$ cat config.mk
export PLATFORM = sky130hd
export DESIGN_NAME = mult16
export DESIGN_NICKNAME = d
export VERILOG_FILES = /design/src/rtl/mult16.sv
export SDC_FILE = /design/constraint.sdc
export NUM_CORES = 1
export LEC_CHECK = 0
export BUFFER_PORTS_ARGS = -buffer_cell sky130_fd_sc_hd__buf_2
export CORE_ASPECT_RATIO = 0.9
export CORE_MARGIN = 4
export CORE_UTILIZATION = 40
export DETAILED_ROUTE_END_ITERATION = 12
export PLACE_DENSITY = 0.59
export SLEW_MARGIN = 20
export SYNTH_ARGS = -nofsm -noshare
export SYNTH_HDL_FRONTEND = slang
export SYNTH_SLANG_ARGS = --single-unit
$ cat constraint.sdc
create_clock -name CLK -period 2.6 [get_ports CLK]
set_clock_uncertainty 0.1 [all_clocks]
set_input_delay 0.52 -clock CLK [delete_from_list [all_inputs] [get_ports CLK]]
set_output_delay 0.52 -clock CLK [all_outputs]
set_load 0.005 [all_outputs]
$ cat src/rtl/mult16.sv
// Sequential 16x16 shift-add multiplier returning the low 16 bits of A*B.
// One iteration per RUN cycle, 16 iterations, one-cycle DONE in FIN.

module And16 (
   input  logic [15:0] i_a,
   input  logic        i_b,
   output logic [15:0] o_y
);
   assign o_y = i_a & {16{i_b}};
endmodule

module Add16 (
   input  logic [15:0] i_a,
   input  logic [15:0] i_b,
   output logic [15:0] o_sum
);
   assign o_sum = i_a + i_b;
endmodule

module mult16 (
   input  logic        CLK,
   input  logic        RESET,
   input  logic        START,
   input  logic [15:0] A,
   input  logic [15:0] B,
   output logic        READY,
   output logic        DONE,
   output logic [15:0] OUT
);
   typedef enum logic [1:0] {
      S_IDLE = 2'd0,
      S_RUN  = 2'd1,
      S_FIN  = 2'd2
   } state_t;

   state_t      r_state;
   state_t      w_next_state;
   logic [15:0] r_mcand;
   logic [15:0] r_mplier;
   logic [15:0] r_acc;
   logic [3:0]  r_count;
   logic        r_ready;
   logic        r_done;
   logic [15:0] r_out;
   logic [15:0] w_partial;
   logic [15:0] w_sum;

   And16 u_and (
      .i_a (r_mcand),
      .i_b (r_mplier[0]),
      .o_y (w_partial)
   );

   Add16 u_add (
      .i_a   (r_acc),
      .i_b   (w_partial),
      .o_sum (w_sum)
   );

   // Next-state decode; START only matters in IDLE.
   always_comb begin
      w_next_state = r_state;
      case (r_state)
         S_IDLE: begin
            if (START) begin
               w_next_state = S_RUN;
            end else begin
               w_next_state = S_IDLE;
            end
         end
         S_RUN: begin
            if (r_count == 4'd15) begin
               w_next_state = S_FIN;
            end else begin
               w_next_state = S_RUN;
            end
         end
         S_FIN:   w_next_state = S_IDLE;
         default: w_next_state = S_IDLE;
      endcase
   end

   // State, datapath and registered status outputs.
   always_ff @(posedge CLK) begin
      if (RESET) begin
         r_state  <= S_IDLE;
         r_mcand  <= 16'h0000;
         r_mplier <= 16'h0000;
         r_acc    <= 16'h0000;
         r_count  <= 4'd0;
         r_ready  <= 1'b1;
         r_done   <= 1'b0;
         r_out    <= 16'h0000;
      end else begin
         r_state <= w_next_state;
         r_ready <= (w_next_state == S_IDLE);
         r_done  <= (w_next_state == S_FIN);
         case (r_state)
            S_IDLE: begin
               if (START) begin
                  r_mcand  <= A;
                  r_mplier <= B;
                  r_acc    <= 16'h0000;
                  r_count  <= 4'd0;
               end
            end
            S_RUN: begin
               r_acc    <= w_sum;
               r_mcand  <= {r_mcand[14:0], 1'b0};
               r_mplier <= {1'b0, r_mplier[15:1]};
               r_count  <= r_count + 4'd1;
               // Publish only the final sum so OUT never shows partial results.
               if (r_count == 4'd15) begin
                  r_out <= w_sum;
               end
            end
            S_FIN: begin
               r_count <= r_count;
            end
            default: begin
               r_count <= 4'd0;
            end
         endcase
      end
   end

   assign READY = r_ready;
   assign DONE  = r_done;
   assign OUT   = r_out;
endmodule

==> flow_results.org <==
** Outcome
- The flow ran to the end, and the final reports show no timing, DRC or antenna violations.

** Placed design
- In this run the tool buffered the top-level ports with 52 buffer cells.
- Placer congestion estimate :: 0.814
- In this run the cell area measured after placement is 0.00386 sq mm.
- Counting tap cells, the placed design contains a total of 582 instances.
- After legalization and detailed placement, the total HPWL measured 6.04 mm.

** Critical path
- Critical Path Start Type :: register
- Broken down by cell family, the worst path's largest delay share belongs to compound AO/OA/AOI/OAI gates.
- In this run the critical register-to-register path is captured at OUT[14].
- Biggest cell delay along the critical path :: 0.38 ns
- Buffer and inverter count on the worst path :: 0
- Signal arrival time at the worst endpoint :: 2.63 ns
- Origin of the critical flop-to-flop path :: r_mcand[0]
- Measured in cells, the most critical reg-to-reg path has a length of 9.
- Required @ worst endpoint :: 2.73 ns
- Chain of cells forming the critical path :: and2_1, ha_2, fa_2, a21o_4, a31o_4, and4_4, o41ai_4, xor2_1, a211oi_1
- Startpoint-to-endpoint class of the critical path :: reg -> reg
- Setup slack of the most critical reg-to-reg path :: 0.09 ns
- Crit Path Max Fanout :: 3
- Slowest cell on the critical path :: fa_2
- The worst setup path is captured at a register.

** Routing
- For this block, the initial DRC count from the detailed router was slightly above 100.
- Summed over all layers, the routed wires come to 8.21 mm.
- DRC violation count after routing :: 0
- The first detailed-routing pass ran for 4 iterations.
- Via density per instance :: roughly 5.2
- The count of nets left with antenna violations once routing finished came out at 0.
- Routed WL per cell :: approximately 14 um
- Vias post-DR :: 3133

** Pwr
- Per report_power, the combinational group accounts for 10.0% of the total.
- Clock share of power :: 40.6%
- Net switching is 24.5% of the power.
- Power per cell area :: around 580 mW/mm^2
- Reported net switching power :: 0.000588 W
- Registers are responsible for roughly half of the overall power.
- Internal power summed over all cells :: approximately 0.0018 W
- Largest voltage drop on the vdd net :: 251 uV
- Static Leakage :: 1.77 nW

** Yosys
- Mapped cell area :: about 0.0035 sq mm
- After synthesis, the largest family of logic cells by area is simple AND/OR/NAND/NOR gates.
- The synthesized netlist devotes under 10% of its cell area to XOR and XNOR gates.
- Adder-cell area share of the yosys netlist :: 6.35%
- Net count after synthesis :: 483
- After synthesis the netlist holds a flip-flop and latch count of 72.
- In the synthesized netlist, mux cells make up 0% of the area.
- Simple-gate portion of the synthesized area :: a little under a quarter
- After synthesis, the share of flip-flops with an asynchronous set or reset is 0%.
- Yosys printed 0 warnings.
- Synth Area in Compound Gates :: ~22%
- In this run, synthesis inferred 0 flip-flops with an integrated enable.
- Number of distinct library cells after synthesis :: 40
- Average footprint of a synthesized cell :: 8.05 sq um
- In the synthesized netlist the dominant register cell turns out to be dfxtp_1.
- Fraction of the yosys area taken by sequential cells :: 41.5%
- Number of cells produced by synthesis :: 431

** Clock network
- Number of CTS-inserted buffers :: 9
- Worst skew pair latency :: 0.34 ns
- Clock sink count :: 72
- CTS Hold Buffers Added :: 0
- Root Driver :: clkbuf_8
- Clock-pin transition on the worst setup and hold timing paths :: roughly 0.08 ns
- Clock Path Buffers :: 2
- Deepest level of the CTS H-tree :: 3
- Clock tree from TritonCTS :: built

** Die
- Standard-cell rows :: 31
- Top-level I/O count :: 53
- The core region is 0.00826 sq mm.
- The initial utilization of the core area, before any placement, comes to 42.0%.
- The floorplan step set the die width to 106 um.
- Die height :: between 90 and 100 um
- Area of the die :: approximately 0.010 sq mm

** GRT
- Aggregate global-route resource usage :: 17.0%
- Entering global routing, the biggest net connects 42 pins.
- Via count of the first global-routing pass :: approximately 3000
- Wire length of the first global-routing pass :: 14.0 mm
- Overflow after GRT :: 0
- Initial antenna violation count :: 0

** Finish
- Area growth from synthesis to layout :: 19.0%
- Final Instance Count excl. Fillers :: 600
- Fill cell total of the finished layout :: 851
- Registers take 0.00144 sq mm.
- In the layout the commonest cells are 93 x nand2_1, 71 x dfxtp_1, 64 x nor2_1.
- 0 antenna diodes ended up in the layout.
- Of the cells placed in the final design, the portion with a size suffix greater than 1 is 18.4%.
- Final net count :: 532
- Leaving out fill and tap cells, the most frequent cell in the layout is nand2_1.
- In the final layout, the multi-input gates occupy 0.00196 sq mm.
- After routing the design area is 0.00413 sq mm.

** Worst hold path
- In this run the worst hold path is classified as in -> reg.
- Worst hold path endpoint :: r_mplier[15]
- Hold Startpoint :: B[15]
- The worst hold path was traced through 3 stages.

** STA
- Final min period :: about 2.5 ns
- Final worst-path cycle share :: 96.5%
- Tightest Pin Transition :: 0.779 ns
- Normalized max-slew margin :: 47.7%
- Setup repair after global routing could not meet its margin everywhere.
- Derived from the worst setup path, the maximum achievable clock frequency is roughly 0.4 GHz.
- Final Slew Violations :: 0
- The total count of hold-check failures in the final report is 0.
- Setup violations remaining at the end of the flow were counted as 0.

** Run
- Number of maximum-capacitance violations :: 0
[worst register-to-register path, stage by stage (launching register included)]
cell and delay, ns:
dfxtp_2 0.33, and2_1 0.15, ha_2 0.19, fa_2 0.38, a21o_4 0.22, a31o_4 0.23, and4_4 0.19, o41ai_4 0.29
xor2_1 0.21, a211oi_1 0.09
[power groups by stage]
| stage | Sequential [W] | Clock (W) | Combinational [W] |
|---|---|---|---|
| 3_3_place_gp | 0.00121 | 0 | 0.000238 |
| 4_1_cts | 0.00118 | 0.00100 | 0.000242 |
| 6_report | 0.00118 | 0.000972 | 0.000240 |
| 5_1_grt | 0.00119 | 0.00105 | 0.000276 |
| 2_1_floorplan | 0.00120 | 0 | 0.000169 |
| 3_5_place_dp | 0.00121 | 0 | 0.000242 |
[final cells by class]
type | instances | share of cell area, %
timing repair buffer | 63 | 8.31
clock buffer | 10 | 3.33
multi-input combinational | 330 | 47.6
sequential | 72 | 34.9
clock inverter | 6 | 2.00
tap | 115 | 3.49
inverter | 4 | 0.364
[how the worst max path moves through the flow]
| stage | from | to | slack, ns | depth (start not counted) |
|---|---|---|---|---|
| 2_1_floorplan | r_mplier[0] | OUT[14] | 0.01 | 10 |
| 6_report | r_mcand[0] | OUT[14] | 0.09 | 9 |
| 3_3_place_gp | r_mcand[0] | OUT[14] | 0.06 | 9 |
| 4_1_cts | r_mcand[0] | OUT[14] | 0.01 | 9 |
| 3_5_place_dp | r_mcand[0] | OUT[14] | 0.05 | 9 |
| 5_1_grt | r_mcand[0] | OUT[14] | -0.03 | 9 |
[what timing repair did]
action,CTS,global route
setup endpoints to repair,0,6
buffers inserted,0,2
gates resized for setup,0,6
[through the flow]
step	hold slack [ns]	setup TNS [ns]	setup WS (ns)	util (%)	power, W
6_report	0.315	0	0.0921	50.0	0.00240
5_1_grt	0.300	-0.0310	-0.0255	50.0	0.00251
4_1_cts	0.299	0	0.0129	49.4	0.00243
3_5_place_dp	0.342	0	0.0463	46.7	0.00145
3_3_place_gp	0.339	0	0.0604	46.7	0.00145
2_1_floorplan	0.332	0	0.0129	-	0.00137
[Yosys cell counts, types with 3 or more instances]
library cell	n	area [sq um]
xor2_1	5	43.8
a21oi_1	25	125
nand2_1	93	349
a22oi_1	12	90.1
nand3_1	4	20.0
nor2_1	65	244
dfxtp_1	72	1440
ha_1	16	200
a21o_1	3	22.5
a311oi_1	30	263
a22o_1	5	43.8
a211oi_1	5	37.5
inv_1	4	15.0
and2_1	15	93.8
clkbuf_1	23	86.3
xnor2_1	10	87.6
o21a_1	3	22.5
a31oi_1	3	18.8
o21ai_0	11	55.1
[routing by layer]
metal	track usage [%]	share of wire (%)
met1	20.6	47
met4	3.88	0.93
met5	0	0
met3	4.56	3.8
met2	30.2	48
[registers in the layout, indices dropped and copies added (netlist names)]
register	count
OUT	16
r_acc	16
r_mcand	16
r_mplier	16
r_count	4
r_state	2
DONE	1
READY	1
[logic make-up (layout without fill, tap and decap cells)]
kind of cell,count (synthesis),count (layout)
flops,72,72
simple gates,190,190
xor+xnor,15,15
fa+ha+maj,17,17
compound gates,108,108
buf+inv,29,83
No activity file was read; power rests on OpenSTA's default activity.
